===== config.mk =====
export PLATFORM = sky130hd
export DESIGN_NAME = core_seq_ctrl_flat
export DESIGN_NICKNAME = d
export VERILOG_FILES = /design/src/rtl/core_seq_ctrl_if.sv /design/src/rtl/core_seq_ctrl.sv /design/src/flat_wrapper.sv
export SDC_FILE = /design/constraint.sdc
export NUM_CORES = 1
export LEC_CHECK = 0
export BUFFER_PORTS_ARGS = -buffer_cell sky130_fd_sc_hd__buf_2
export CORE_AREA = 2 2 106 184
export CTS_CLUSTER_DIAMETER = 60
export DETAILED_ROUTE_END_ITERATION = 6
export DIE_AREA = 0 0 108 186
export MAX_ROUTING_LAYER = met4
export SYNTH_ARGS = -nofsm -noshare
export SYNTH_HDL_FRONTEND = slang
export SYNTH_SLANG_ARGS = --single-unit
export TNS_END_PERCENT = 1

===== constraint.sdc =====
create_clock -name clk -period 4.78 [get_ports clk]
set_input_delay 0.717 -clock clk [delete_from_list [all_inputs] [get_ports clk]]
set_output_delay 0.717 -clock clk [all_outputs]
set_load 0.02 [all_outputs]

===== src/rtl/core_seq_ctrl_if.sv =====
// Signal bundle between core_seq_ctrl and its environment: software commands,
// the embedded core's control/data lines and the hardware-register readback.
interface core_seq_ctrl_if #(
   parameter int DATA_WIDTH = 64,
   parameter int CNT_WIDTH  = 32
);
   // Commands are levels; each 0->1 transition is one request. done_pulse is a
   // single-cycle strobe marking that result_hi/result_lo hold a fresh readback.
   logic                    cmd_start;
   logic                    cmd_step;
   logic                    cmd_read;
   logic                    cmd_abort;
   logic [CNT_WIDTH-1:0]    timeout_limit;
   logic                    core_halted;
   logic [DATA_WIDTH-1:0]   core_data;
   logic                    core_rst;
   logic                    core_en;
   logic                    core_flag;
   logic                    busy;
   logic                    done_pulse;
   logic [CNT_WIDTH-1:0]    cycles;
   logic [DATA_WIDTH/2-1:0] result_hi;
   logic [DATA_WIDTH/2-1:0] result_lo;
   logic [31:0]             status;

   modport master (
      output cmd_start, cmd_step, cmd_read, cmd_abort, timeout_limit, core_halted, core_data,
      input  core_rst, core_en, core_flag, busy, done_pulse, cycles, result_hi, result_lo, status
   );

   modport slave (
      input  cmd_start, cmd_step, cmd_read, cmd_abort, timeout_limit, core_halted, core_data,
      output core_rst, core_en, core_flag, busy, done_pulse, cycles, result_hi, result_lo, status
   );
endinterface


===== src/rtl/core_seq_ctrl.sv =====
// Registered sequencer for the embedded core: reset release, free run, single
// step, halt/timeout detection and latched result readback.
module core_seq_ctrl #(
   parameter int DATA_WIDTH = 64,
   parameter int CNT_WIDTH  = 32,
   parameter int READ_LAT   = 2
) (
   input logic            clk,
   input logic            reset,
   core_seq_ctrl_if.slave bus
);
   localparam int         HALF    = DATA_WIDTH / 2;
   localparam logic [3:0] RD_LAST = 4'(READ_LAT - 1);

   typedef enum logic [2:0] {
      S_IDLE    = 3'd0,
      S_RUN     = 3'd1,
      S_STEP    = 3'd2,
      S_PAUSE   = 3'd3,
      S_HALTED  = 3'd4,
      S_READ    = 3'd5,
      S_TIMEOUT = 3'd6
   } state_t;

   state_t               state, state_nxt, ret_state, ret_nxt;
   logic [3:0]           cmd_now, cmd_d1, rise;
   logic                 hist_ok;
   logic                 ev_abort, ev_start, ev_step, ev_read;
   logic                 restart, restart_nxt;
   logic [3:0]           rd_cnt;
   logic                 timeout_err, err_nxt, halt_seen, halt_nxt;
   logic                 clr_cycles, latch, limit_hit;
   logic                 rst_nxt, en_nxt;
   logic [7:0]           rb_cnt;
   logic [CNT_WIDTH-1:0] cycles_q;
   logic [HALF-1:0]      result_hi_q, result_lo_q;
   logic                 done_q, core_rst_q, core_en_q, core_flag_q, busy_q;

   // hist_ok masks the first cycle after reset so a level held through reset never fires.
   assign cmd_now  = {bus.cmd_abort, bus.cmd_start, bus.cmd_step, bus.cmd_read};
   assign rise     = hist_ok ? (cmd_now & ~cmd_d1) : 4'b0000;
   assign ev_abort = rise[3];
   assign ev_start = rise[2] & ~rise[3];
   assign ev_step  = rise[1] & ~|rise[3:2];
   assign ev_read  = rise[0] & ~|rise[3:1];

   assign limit_hit = (bus.timeout_limit != '0) &&
                      (cycles_q == bus.timeout_limit - CNT_WIDTH'(1));

   always_comb begin
      state_nxt   = state;
      ret_nxt     = ret_state;
      restart_nxt = 1'b0;
      clr_cycles  = 1'b0;
      latch       = 1'b0;
      err_nxt     = timeout_err;
      halt_nxt    = halt_seen;
      if (ev_abort) begin
         state_nxt = S_IDLE;
         err_nxt   = 1'b0;
         halt_nxt  = 1'b0;
      end else begin
         case (state)
            S_IDLE: begin
               if (ev_start) begin
                  state_nxt  = S_RUN;
                  clr_cycles = 1'b1;
               end else if (ev_step) begin
                  state_nxt  = S_STEP;
                  clr_cycles = 1'b1;
               end else if (ev_read) begin
                  state_nxt = S_READ;
                  ret_nxt   = S_IDLE;
               end
            end
            // The restart cycle holds the core in reset, so halt/timeout are not evaluated.
            S_RUN: begin
               if (!restart) begin
                  if (bus.core_halted) begin
                     state_nxt = S_HALTED;
                     halt_nxt  = 1'b1;
                  end else if (limit_hit) begin
                     state_nxt = S_TIMEOUT;
                     err_nxt   = 1'b1;
                  end
               end
            end
            S_STEP: begin
               if (bus.core_halted) begin
                  state_nxt = S_HALTED;
                  halt_nxt  = 1'b1;
               end else begin
                  state_nxt = S_PAUSE;
               end
            end
            S_PAUSE: begin
               if (ev_start) begin
                  state_nxt = S_RUN;
               end else if (ev_step) begin
                  state_nxt = S_STEP;
               end else if (ev_read) begin
                  state_nxt = S_READ;
                  ret_nxt   = S_PAUSE;
               end
            end
            S_HALTED: begin
               if (ev_start) begin
                  state_nxt   = S_RUN;
                  clr_cycles  = 1'b1;
                  restart_nxt = 1'b1;
               end else if (ev_read) begin
                  state_nxt = S_READ;
                  ret_nxt   = S_HALTED;
               end
            end
            S_READ: begin
               if (rd_cnt == RD_LAST) begin
                  latch     = 1'b1;
                  state_nxt = ret_state;
               end
            end
            S_TIMEOUT: begin
               if (ev_read) begin
                  state_nxt = S_READ;
                  ret_nxt   = S_TIMEOUT;
               end
            end
            default: state_nxt = S_IDLE;
         endcase
      end

      rst_nxt = 1'b0;
      en_nxt  = 1'b0;
      case (state_nxt)
         S_IDLE:  rst_nxt = 1'b1;
         S_RUN: begin
            rst_nxt = restart_nxt;
            en_nxt  = ~restart_nxt;
         end
         S_STEP:  en_nxt  = 1'b1;
         S_READ:  rst_nxt = (ret_nxt == S_IDLE);
         default: ;
      endcase
   end

   always_ff @(posedge clk) begin
      if (reset) begin
         state       <= S_IDLE;
         ret_state   <= S_IDLE;
         cmd_d1      <= 4'b0000;
         hist_ok     <= 1'b0;
         restart     <= 1'b0;
         rd_cnt      <= 4'd0;
         timeout_err <= 1'b0;
         halt_seen   <= 1'b0;
         rb_cnt      <= 8'd0;
         cycles_q    <= '0;
         result_hi_q <= '0;
         result_lo_q <= '0;
         done_q      <= 1'b0;
         core_rst_q  <= 1'b1;
         core_en_q   <= 1'b0;
         core_flag_q <= 1'b0;
         busy_q      <= 1'b0;
      end else begin
         state       <= state_nxt;
         ret_state   <= ret_nxt;
         cmd_d1      <= cmd_now;
         hist_ok     <= 1'b1;
         restart     <= restart_nxt;
         rd_cnt      <= (state == S_READ && state_nxt == S_READ) ? rd_cnt + 4'd1 : 4'd0;
         timeout_err <= err_nxt;
         halt_seen   <= halt_nxt;
         // cycles counts enabled core cycles and sticks at all-ones.
         if (clr_cycles) begin
            cycles_q <= '0;
         end else if (core_en_q && (cycles_q != '1)) begin
            cycles_q <= cycles_q + CNT_WIDTH'(1);
         end
         done_q <= latch;
         if (latch) begin
            result_hi_q <= bus.core_data[DATA_WIDTH-1:HALF];
            result_lo_q <= bus.core_data[HALF-1:0];
            rb_cnt      <= rb_cnt + 8'd1;
         end
         core_rst_q  <= rst_nxt;
         core_en_q   <= en_nxt;
         core_flag_q <= (state_nxt == S_READ);
         busy_q      <= (state_nxt == S_RUN) || (state_nxt == S_STEP);
      end
   end

   assign bus.core_rst   = core_rst_q;
   assign bus.core_en    = core_en_q;
   assign bus.core_flag  = core_flag_q;
   assign bus.busy       = busy_q;
   assign bus.done_pulse = done_q;
   assign bus.cycles     = cycles_q;
   assign bus.result_hi  = result_hi_q;
   assign bus.result_lo  = result_lo_q;
   assign bus.status     = {16'h0000, rb_cnt, 2'b00, halt_seen, timeout_err, busy_q, state};
endmodule

===== src/flat_wrapper.sv =====
// flat-port wrapper written by rule: the top's interface ports become plain ports
module core_seq_ctrl_flat 
#(
   parameter int DATA_WIDTH = 64,
   parameter int CNT_WIDTH  = 32,
   parameter int READ_LAT   = 2
)
  (clk, reset, bus_cmd_start, bus_cmd_step, bus_cmd_read, bus_cmd_abort, bus_timeout_limit, bus_core_halted, bus_core_data, bus_core_rst, bus_core_en, bus_core_flag, bus_busy, bus_done_pulse, bus_cycles, bus_result_hi, bus_result_lo, bus_status);
  core_seq_ctrl_if #(.DATA_WIDTH(DATA_WIDTH), .CNT_WIDTH(CNT_WIDTH)) bus_i ();
  input logic clk;
  input logic reset;
  input wire logic [$bits(bus_i.cmd_start)-1:0] bus_cmd_start;
  input wire logic [$bits(bus_i.cmd_step)-1:0] bus_cmd_step;
  input wire logic [$bits(bus_i.cmd_read)-1:0] bus_cmd_read;
  input wire logic [$bits(bus_i.cmd_abort)-1:0] bus_cmd_abort;
  input wire logic [$bits(bus_i.timeout_limit)-1:0] bus_timeout_limit;
  input wire logic [$bits(bus_i.core_halted)-1:0] bus_core_halted;
  input wire logic [$bits(bus_i.core_data)-1:0] bus_core_data;
  output wire logic [$bits(bus_i.core_rst)-1:0] bus_core_rst;
  output wire logic [$bits(bus_i.core_en)-1:0] bus_core_en;
  output wire logic [$bits(bus_i.core_flag)-1:0] bus_core_flag;
  output wire logic [$bits(bus_i.busy)-1:0] bus_busy;
  output wire logic [$bits(bus_i.done_pulse)-1:0] bus_done_pulse;
  output wire logic [$bits(bus_i.cycles)-1:0] bus_cycles;
  output wire logic [$bits(bus_i.result_hi)-1:0] bus_result_hi;
  output wire logic [$bits(bus_i.result_lo)-1:0] bus_result_lo;
  output wire logic [$bits(bus_i.status)-1:0] bus_status;
  assign bus_i.cmd_start = bus_cmd_start;
  assign bus_i.cmd_step = bus_cmd_step;
  assign bus_i.cmd_read = bus_cmd_read;
  assign bus_i.cmd_abort = bus_cmd_abort;
  assign bus_i.timeout_limit = bus_timeout_limit;
  assign bus_i.core_halted = bus_core_halted;
  assign bus_i.core_data = bus_core_data;
  assign bus_core_rst = bus_i.core_rst;
  assign bus_core_en = bus_i.core_en;
  assign bus_core_flag = bus_i.core_flag;
  assign bus_busy = bus_i.busy;
  assign bus_done_pulse = bus_i.done_pulse;
  assign bus_cycles = bus_i.cycles;
  assign bus_result_hi = bus_i.result_hi;
  assign bus_result_lo = bus_i.result_lo;
  assign bus_status = bus_i.status;
  core_seq_ctrl #(.DATA_WIDTH(DATA_WIDTH), .CNT_WIDTH(CNT_WIDTH), .READ_LAT(READ_LAT)) u_core (.clk(clk), .reset(reset), .bus(bus_i));
endmodule

==> metrics.yaml, run 1 <==
wl_um: 19840
rows: 66
hpwl_um: 15180
utilization_pct: 43.62
insertion_delay_ps: 420
yosysMostFrequentCell: "nand2_1"
synth_cell_type_count: 55
crit_type: "input port to register"
finalCriticalPeriod_ps: 3760
status: "finished, final reports clean"
finalNetCount: 1119
cts.sinks: 127
port_buffers: 217
drive_gt1_share_pct: 26.20
die-area_sq_um: 20090
relSlewSlack_pct: 43.01
ys_warn_count: 0
crit_path_start: "bus_timeout_limit[0]"
post_cts_resized: 0
setup_violations: 0
timing.reg2reg.worst_path_depth: 9
initial_core_util_pct: 34.40
io-pin-count: 236
area_growth_pct: 26.82
vias_per_cell: 5.051
min_period_over_period_pct: 78.66
cp-end-kind: "register"
syn_area_sq_um: 6391
grtUsageTotal_pct: 20.30
drt-wirelength-per-cell_um: 15.74
cts_tree: "built"
dr_wl_met3_um: 1163
yosys-top-cells-count: "nand2_1, dfxtp_1, a21oi_1"
synth_area_leaders: "dfxtp_1, nand2_1, a21oi_1, xor2_1, xnor2_1"
die_h_um: 186
worstMarginPinSlew_ps: 854.8
power_leakage_nw: 3.394
timing.rr.start: "u_core.bus.cycles[10]$_SDFFE_PP0P_"
core_area_sq_um: 18580
ir_worst_vdd_mv: 0.3257
timing.fmax_mhz: 266.0
maxSlewViolCount: 0
clockRootBuffer: "clkbuf_16"
die_w_um: 108
fin_tns_setup_ps: 0
grt_pass1_vias: 6089
max_cap_viol_count: 0
grt_pass1_wl_um: 30530
drtAntennaViolNets: 0
hold_class: "register to register"
arrival_ps: 4090
synth.top_cell.area_share_pct: 39.78
drt_iter0_drc: 293
whs_ps: 450.6
vias: 6369
layout.cells.non_filler: 1261
wl_met1_um: 7438
htreeDepth: 4
highest_layer: "met4"
rrSetupSlack_ps: 1730
drc: 0
hold_path_depth: 2
clockBufferDepth: 2
n_antenna_cell: 0
hold_viol: 0
clk_pin_slew_ps: 50
place_congestion: 0.9384
synth_top_cell_by_area: "dfxtp_1"
dp_cells: 1229
grt_start_max_net_pins: 80
first_pass_iters: 4
timing.rr.end: "u_core.rd_cnt[2]$_SDFF_PP0_"
syn_area_per_cell_sq_um: 7.823
postCtsSetupBuffers: 0
wl_met2_um: 10380
min_from: "u_core.bus.result_lo[3]$_SDFFE_PP0P_"
synth-seq-area-share_pct: 39.78
rsz0062_at_grt: "false"
total_power_mw: 2.504
cp-start-kind: "input port"
crit_fanout: 8
numCtsBuffers: 17
min_to: "u_core.bus.result_lo[3]$_SDFFE_PP0P_"
finalClockSkew_ps: 10.58
synth-edff-count: 0
synth_ff_type: "dfxtp_1"
synthArstFlopShare_pct: 0
ys_ff_latch: 127
antenna_found_initial: 0
p_per_area_nw_per_um2: 309.0
hold_buffers: 0
syn_inst: 817
crit_required_ps: 5110
grt_overflow: 0
-- state kept, by name, indices dropped and copies added (netlist names) --
register	flops
u_core.rb_cnt	8
u_core.bus.done_pulse	1
u_core.bus.busy	1
u_core.rd_cnt	4
u_core.halt_seen	1
u_core.bus.core_flag	1
u_core.hist_ok	1
u_core.restart	1
u_core.bus.core_rst	1
u_core.bus.core_en	1
u_core.bus.result_hi	32
u_core.state	3
u_core.timeout_err	1
u_core.cmd_d1	4
u_core.bus.result_lo	32
u_core.ret_state	3
u_core.bus.cycles	32
-- cell usage in the layout, fill, tap and decap left out, types with 5 or more instances in the layout --
cell / Yosys / layout
buf_2: 0 / 217
nand2_1: 166 / 165
dfxtp_1: 127 / 127
a21oi_1: 93 / 93
nor2_1: 65 / 65
xor2_1: 38 / 38
xnor2_1: 34 / 34
nor3_1: 19 / 19
o21ai_0: 19 / 19
conb_1: 1 / 18
clkbuf_16: 0 / 17
nand4_1: 16 / 16
nand3_1: 15 / 15
inv_1: 14 / 14
or4_1: 13 / 13
or3_1: 13 / 13
nor4_1: 12 / 12
nand2b_1: 10 / 10
and3_1: 10 / 10
nor2b_1: 8 / 8
ha_1: 6 / 6
nand3b_1: 5 / 5
and4_1: 5 / 5
or2_2: 5 / 5
buf_4: 21 / 5
-- kinds of logic (layout without fill, tap and decap cells) --
group           count (synthesis)  in the layout  synth area share (%)
simple gates                  380            380                 29.03
compound gates                146            146                 13.00
flops                         127            127                 39.78
buf+inv                        79            268                 6.108
xor+xnor                       72             72                 9.867
fa+ha+maj                       6              6                 1.175
mux                             6              6                0.9789
other cells                     1             18               0.05868
-- final cells by class --
type / count / area, sq um
Sequential cell: 127 / 2542
Timing Repair Buffer: 222 / 1124
Multi-Input combinational cell: 628 / 3526
Inverter: 14 / 52.55
Fill cell: 1976 / 10480
Clock buffer: 23 / 478.0
Tap cell: 238 / 297.8
Clock inverter: 9 / 85.08
-- where the power goes --
group	total, mW	leakage, nW	switching (mW)	internal [mW]
registers	1.08	1.02	0.0106	1.07
logic	0.203	2.10	0.126	0.0768
clock network	1.22	0.269	0.470	0.754
-- critical path, stage by stage --
cell,delay [ps]
buf_2,120
or4_1,710
nor4_4,340
nand4_1,220
o31a_1,280
or4_1,590
nor4b_1,280
o31a_1,240
mux2_2,360
nor4_1,210
-- per-stage QoR --
stage | worst slack, ps | instance area [sq um]
after detailed placement | 580.6 | 7542
final | 1020 | 8105
after global routing | 797.4 | 8105
after CTS | 1017 | 8105
after floorplan | 866.5 | 6455
after global placement | 622.0 | 7542
-- layer usage --
| metal | global-route usage [%] | vias up |
|---|---|---|
| li1 | - | 3154 |
| met1 | 20.57 | 2914 |
| met2 | 35.72 | 255 |
| met3 | 3.676 | 46 |
| met4 | 12.56 | 0 |
| met5 | - | - |
-- worst max path at each step --
stage / endpoint / slack, ps / depth (start not counted)
floorplan: u_core.rd_cnt[2]$_SDFF_PP0_ / 870 / 11
detailed placement: u_core.bus.core_en$_SDFF_PP0_ / 580 / 10
CTS: u_core.bus.core_en$_SDFF_PP0_ / 1020 / 10
global route: u_core.rd_cnt[0]$_SDFF_PP0_ / 800 / 10
global placement: u_core.bus.core_en$_SDFF_PP0_ / 620 / 10
finish: u_core.bus.core_en$_SDFF_PP0_ / 1020 / 10
Note: power is estimated with default switching activity, not from simulation.
==> run 2, diff against run 1 <==
--- a/config.mk
+++ b/config.mk
@@ -5,11 +5,12 @@
 export SDC_FILE = /design/constraint.sdc
 export NUM_CORES = 1
 export LEC_CHECK = 0
+export ABC_AREA = 1
 export BUFFER_PORTS_ARGS = -buffer_cell sky130_fd_sc_hd__buf_2
-export CORE_AREA = 2 2 106 184
+export CORE_AREA = 2 2 110 193
 export CTS_CLUSTER_DIAMETER = 60
 export DETAILED_ROUTE_END_ITERATION = 6
-export DIE_AREA = 0 0 108 186
+export DIE_AREA = 0 0 112 195
 export MAX_ROUTING_LAYER = met4
 export SYNTH_ARGS = -nofsm -noshare
 export SYNTH_HDL_FRONTEND = slang
==> constraint.sdc (replaced) <==
create_clock -name clk -period 3.29 [get_ports clk]
set_input_delay 0.4935 -clock clk [delete_from_list [all_inputs] [get_ports clk]]
set_output_delay 0.4935 -clock clk [all_outputs]
set_load 0.02 [all_outputs]
==> run 2 against run 1 <==
Compared with the run above: setup slack lost 630 ps; count of clock-buffer cells in the layout is the same; register-to-register slack lost 1300 ps; largest power group unchanged; critical path type is now register to register; die area grew 8.7%.
==> metrics.yaml, run 2 <==
numCtsBuffers: 17  # unchanged
grt_overflow: 0  # unchanged
syn_area_per_cell_sq_um: 6.503  # was 7.823 sq um
wl_met1_um: 8178  # was 7438 um
ys_ff_latch: 127  # unchanged
hold_class: "input port to register"  # was register to register
worstMarginPinSlew_ps: 679.1  # was 854.8 ps
n_antenna_cell: 0  # unchanged
p_per_area_nw_per_um2: 443.6  # was 309.0 nW/um^2
initial_core_util_pct: 34.63  # was 34.40%
synth.top_cell.area_share_pct: 36.34  # was 39.78%
final_common_cell: "nor2_1"  # was buf_2
hold_viol: 0  # unchanged
cts.sinks: 127  # unchanged
clockBufferDepth: 2  # unchanged
grtUsageTotal_pct: 21.06  # was 20.30%
synthArstFlopShare_pct: 0  # unchanged
maxSlewViolCount: 0  # unchanged
synth_cell_type_count: 42  # was 55
die_w_um: 112  # was 108 um
design_area_sq_um: 8853  # was 8105 sq um
switching_power_mw: 0.9614  # was 0.6069 mW
switching_share_pct: 24.48  # was 24.23%
power_leakage_nw: 4.406  # was 3.394 nW
highest_layer: "met4"  # unchanged
cp-end-kind: "register"  # unchanged
final_cell_mix: "nor2_1, buf_2, nand2_1"  # was buf_2, nand2_1, dfxtp_1
post_cts_resized: 0  # unchanged
yosys-top-cells-count: "nor2_1, nand2_1, dfxtp_1"  # was nand2_1, dfxtp_1, a21oi_1
cp_num_cells: 10  # unchanged
insertion_delay_ps: 410  # was 420 ps
min_period_over_period_pct: 88.16
grt_pass1_wl_um: 35620  # was 30530 um
grt_start_max_net_pins: 75  # was 80
placed_area_sq_um: 8258  # was 7542 sq um
synth-edff-count: 0  # unchanged
arrival_ps: 3190  # was 4090 ps
hold_buffers: 0  # unchanged
drt_iter0_drc: 291  # was 293
yosysMostFrequentCell: "nor2_1"  # was nand2_1
vias: 7390  # was 6369
max_cap_viol_count: 0  # unchanged
fin_ws_ps: 389.6  # was 1020 ps
drive_gt1_share_pct: 22.88  # was 26.20%
fin_tns_setup_ps: 0  # unchanged
synth_area_leaders: "dfxtp_1, nor2_1, nand2_1, o21ai_0, inv_1"  # was dfxtp_1, nand2_1, a21oi_1, xor2_1, xnor2_1
comb_power_share_pct: 11.2  # was 8.1%
finalClockSkew_ps: 7.895  # was 10.58 ps
timing.reg2reg.worst_path_depth: 10  # was 9
ir_worst_vdd_mv: 0.3577  # was 0.3257 mV
post-place-ws_ps: 370.8  # was 580.6 ps
status: "finished, final reports clean"  # unchanged
hpwl_um: 18030  # was 15180 um
die-area_sq_um: 21840  # was 20090 sq um
synth_ff_type: "dfxtp_1"  # unchanged
htreeDepth: 4  # unchanged
crit_type: "register to register"  # was input port to register
path_cells: "nand2_1, nor3_1, nand4_1, nor4_1, nand2_1, inv_1, nand4_1, nor4_1, xnor2_1, nor2_1"  # was buf_2, or4_1, nor4_4, nand4_1, o31a_1, or4_1, nor4b_1, o31a_1, mux2_2, nor4_1
vias_per_cell: 4.780  # was 5.051
port_buffers: 217  # unchanged
synth-seq-area-share_pct: 36.34  # was 39.78%
crit_fanout: 7  # was 8
clk_pin_slew_ps: 50  # about the same
io-pin-count: 236  # unchanged
die_h_um: 195  # was 186 um
rsz0062_at_grt: "false"  # unchanged
grt_pass1_vias: 7330  # was 6089
pwr-share-clk_pct: 48.5  # was 48.9%
ys_warn_count: 0  # unchanged
core_area_sq_um: 20200  # was 18580 sq um
place_congestion: 1.016  # was 0.9384
drtAntennaViolNets: 0  # unchanged
finalCriticalPeriod_ps: 2900
antenna_found_initial: 0  # unchanged
wl_met2_um: 12090  # was 10380 um
syn_inst: 1076  # was 817
timing.fmax_mhz: 344.8
drt-wirelength-per-cell_um: 14.60  # was 15.74 um
postCtsSetupBuffers: 0  # unchanged
wl_um: 22570  # was 19840 um
relSlewSlack_pct: 54.31  # was 43.01%
total_power_mw: 3.927  # was 2.504 mW
cpPeakStageDelay_ps: 560  # was 710 ps
critPathBufInv: 1  # unchanged
syn_area_sq_um: 6997  # was 6391 sq um
cp-start-kind: "register"  # was input port
seqPwrFrac_pct: 40.2  # was 43.0%
n_fill_cell: 2170  # was 1976
drc: 0  # unchanged
crit_slowest_cell: "nor4_1"  # was or4_1
first_pass_iters: 5  # was 4
rows: 69  # was 66
finalNetCount: 1397  # was 1119
setup_violations: 0  # unchanged
cts_tree: "built"  # unchanged
clockRootBuffer: "clkbuf_16"  # unchanged
dr_wl_met3_um: 1116  # was 1163 um
crit_required_ps: 3580  # was 5110 ps
area_growth_pct: 26.54  # was 26.82%
hold_path_depth: 3  # was 2
internal_power_mw: 2.966  # was 1.897 mW
crit_family: "simple AND/OR/NAND/NOR gates"  # unchanged
synth_top_cell_by_area: "dfxtp_1"  # unchanged
run 2: worst paths after layout:
kind                                                    startpoint                            endpoint  slack (ps)
worst max register to register  u_core.bus.cycles[14]$_SDFFE_PP0P_  u_core.bus.cycles[30]$_SDFFE_PP0P_         390
worst min-delay path                                  bus_cmd_step         u_core.cmd_d1[1]$_SDFF_PP0_         310
worst max-delay path            u_core.bus.cycles[14]$_SDFFE_PP0P_  u_core.bus.cycles[30]$_SDFFE_PP0P_         390
worst min register to register       u_core.halt_seen$_SDFFE_PP0P_       u_core.halt_seen$_SDFFE_PP0P_         450
run 2: cell families after synthesis:
kind of cell,share of synthesized area [%]
XOR/XNOR,4.077
AND/OR/NAND/NOR,37.64
flip-flops,36.34
buffers and inverters,10.43
adder cells (fa/ha/maj),1.073
other,0.05360
AO/OA/AOI/OAI,10.39
run 2: stage by stage:
step                      hold slack (ps)  std cells  utilization [%]
after floorplan                     428.8       1093                -
after global placement              446.2       1517            40.88
after detailed placement            446.3       1517            40.88
after CTS                           285.7       1546            43.83
after global routing                294.4       1546            43.83
final                               305.8       1546            43.83
run 2: power by group through the flow:
stage | Sequential (mW) | Clock (mW) | Combinational, mW
floorplan | 1.63 | 0 | 0.265
global placement | 1.61 | 0 | 0.441
detailed placement | 1.61 | 0 | 0.441
CTS | 1.58 | 1.96 | 0.443
global route | 1.58 | 2.01 | 0.493
finish | 1.58 | 1.91 | 0.441
run 2: cell type report:
type	instances	area (sq um)	share of cell area, %
well taps	248	310.3	3.505
inverters	123	462.9	5.229
flip-flops and latches	127	2542	28.72
repair buffers	225	1146	12.95
clock inverters	6	107.6	1.215
multi-input cells	794	3796	42.88
clock buffers	23	488.0	5.512
run 2: routing by layer:
layer | vias to the layer above | GRT usage [%]
met5 | - | -
met2 | 288 | 38.47
met4 | 0 | 12.47
met3 | 68 | 3.073
li1 | 3779 | -
met1 | 3255 | 20.96
run 2: tightest hold or removal path: cells and delay by family:
kind	cells	cell delay (ps)
and+or+nand+nor	1	70
buffers and inverters	2	110
==> run 3, diff against run 2 <==
--- a/config.mk
+++ b/config.mk
@@ -5,13 +5,13 @@
 export SDC_FILE = /design/constraint.sdc
 export NUM_CORES = 1
 export LEC_CHECK = 0
-export ABC_AREA = 1
 export BUFFER_PORTS_ARGS = -buffer_cell sky130_fd_sc_hd__buf_2
-export CORE_AREA = 2 2 110 193
+export CORE_AREA = 2 2 106 184
 export CTS_CLUSTER_DIAMETER = 60
 export DETAILED_ROUTE_END_ITERATION = 6
-export DIE_AREA = 0 0 112 195
+export DIE_AREA = 0 0 108 186
 export MAX_ROUTING_LAYER = met4
+export SKIP_CTS_REPAIR_TIMING = 1
 export SYNTH_ARGS = -nofsm -noshare
 export SYNTH_HDL_FRONTEND = slang
 export SYNTH_SLANG_ARGS = --single-unit
==> run 3 against run 2 <==
Compared with the run above: clock power up 5%; non-clock buffer count increased by 70; wire length decreased by 8.9%; maximum frequency is 10% lower; final cell count down 14%; sequential cell count unchanged; first-iteration DRC count is 6.2% lower; critical path type is now input port to register; critical endpoint is now u_core.rd_cnt[1]$_SDFF_PP0_; largest cell class unchanged.
==> metrics.yaml, run 3 (same netlist as run 1, synthesis figures left out) <==
status: "finished, final reports clean"  # unchanged
io-pin-count: 236  # unchanged
die_w_um: 108  # was 112 um
relSlewSlack_pct: 44.46  # was 54.31%
final_cell_mix: "buf_2, nand2_1, dfxtp_1"  # was nor2_1, buf_2, nand2_1
crit_fanout: 5  # was 7
timing.rr.start: "u_core.bus.cycles[8]$_SDFFE_PP0P_"  # was u_core.bus.cycles[14]$_SDFFE_PP0P_
rows: 66  # was 69
grtUsageTotal_pct: 20.55  # was 21.06%
grt_pass1_vias: 6410  # was 7330
arrival_ps: 3560  # was 3190 ps
hold_viol: 0  # unchanged
max_cap_viol_count: 0  # unchanged
grt_overflow: 0  # unchanged
utilization_pct: 47.58  # was 43.83%
finalClockSkew_ps: 8.329  # was 7.895 ps
wl_um: 20560  # was 22570 um
cts.sinks: 127  # unchanged
wl_met1_um: 7741  # was 8178 um
numCtsBuffers: 17  # unchanged
crit_type: "input port to register"  # was register to register
design_area_sq_um: 8841  # was 8853 sq um
cp-start-kind: "input port"  # was register
seqCellArea_sq_um: 2542  # unchanged
crit_path_start: "bus_timeout_limit[0]"  # was u_core.bus.cycles[14]$_SDFFE_PP0P_
antenna_found_initial: 0  # unchanged
min_from: "bus_core_data[43]"  # was bus_cmd_step
vias_per_cell: 4.961  # was 4.780
core_area_sq_um: 18580  # was 20200 sq um
power_leakage_nw: 3.820  # was 4.406 nW
drc: 0  # unchanged
die-area_sq_um: 20090  # was 21840 sq um
ir_worst_vdd_mv: 0.3380  # was 0.3577 mV
multi_input_area_sq_um: 3613  # was 3796 sq um
cts_tree: "built"  # unchanged
grt_start_max_net_pins: 80  # was 75
highest_layer: "met4"  # unchanged
n_antenna_cell: 0  # unchanged
clockBufferDepth: 2  # unchanged
area_growth_pct: 38.33  # was 26.54%
place_congestion: 0.9762  # was 1.016
min_period_over_period_pct: 97.98  # was 88.16%
first_pass_iters: 6  # was 5
drt-wirelength-per-cell_um: 15.41  # was 14.60 um
dr_wl_met3_um: 1067  # was 1116 um
vias: 6618  # was 7390
htreeDepth: 4  # unchanged
hold_class: "input port to register"  # unchanged
die_h_um: 186  # was 195 um
layout.cells.non_filler: 1334  # was 1546
grt_pass1_wl_um: 31060  # was 35620 um
drive_gt1_share_pct: 32.39  # was 22.88%
clk_pin_slew_ps: 60  # was 50 ps
p_per_area_nw_per_um2: 443.2  # was 443.6 nW/um^2
placed_area_sq_um: 8087  # was 8258 sq um
dp_cells: 1298  # was 1517
port_buffers: 217  # unchanged
finalCriticalPeriod_ps: 3223  # was 2900 ps
rsz0062_at_grt: "true"  # was false
setup_violations: 0  # unchanged
final_common_cell: "buf_2"  # was nor2_1
timing.fmax_mhz: 310.2  # was 344.8 MHz
hold_path_depth: 3  # unchanged
whs_ps: 311.9  # was 305.8 ps
hpwl_um: 15630  # was 18030 um
drt_iter0_drc: 273  # was 291
maxSlewViolCount: 0  # unchanged
initial_core_util_pct: 34.40  # was 34.63%
wl_met2_um: 11060  # was 12090 um
cp-end-kind: "register"  # unchanged
drtAntennaViolNets: 0  # unchanged
crit_required_ps: 3620  # was 3580 ps
worstMarginPinSlew_ps: 833.1  # was 679.1 ps
insertion_delay_ps: 410  # about the same
total_power_mw: 3.918  # was 3.927 mW
finalNetCount: 1192  # was 1397
clockRootBuffer: "clkbuf_16"  # unchanged
n_fill_cell: 1913  # was 2170
timing.reg2reg.worst_path_depth: 11  # was 10
## run 3: final cells by class
cell class / instances / share of cell area [%]
multi-input combinational: 628 / 40.87
sequential: 127 / 28.76
tap: 238 / 3.368
timing repair buffer: 295 / 19.33
clock inverter: 9 / 1.783
clock buffer: 23 / 5.293
inverter: 14 / 0.5944
## run 3: through the flow
stage / worst slack [ps] / setup TNS (ps)
6_report: 66.58 / 0
5_1_grt: -170.0 / -664.2
3_5_place_dp: -636.9 / -5141
2_1_floorplan: -378.6 / -1973
3_3_place_gp: -562.5 / -4426
4_1_cts: -209.9 / -933.8
## run 3: path summary, 6_finish.rpt
| kind | endpoint | slack [ps] |
|---|---|---|
| max reg2reg | u_core.rd_cnt[1]$_SDFF_PP0_ | 430 |
| min | u_core.bus.result_hi[11]$_SDFFE_PP0P_ | 310 |
| min reg2reg | u_core.bus.result_hi[7]$_SDFFE_PP0P_ | 450 |
| max | u_core.rd_cnt[1]$_SDFF_PP0_ | 70 |
## run 3: report_power, final
part / switching (mW) / internal, mW
sequential: 0.00986 / 1.55
clock: 0.688 / 1.31
combinational: 0.204 / 0.158
total: 0.901 / 3.02
## run 3: per-layer routing
metal / global-route usage [%] / vias to the layer above
met2: 37.38 / 243
met3: 3.957 / 43
li1: - / 3295
met5: - / -
met1: 20.30 / 3037
met4: 11.13 / 0
## run 3: worst max-delay path, stage by stage
cell,delay (ps)
buf_2,120
inv_2,60
ha_2,170
or3b_4,380
or4_4,490
a22oi_2,160
o211ai_1,150
or4_4,570
nor4_4,210
a21oi_2,100
or4_4,470
nor3_2,180
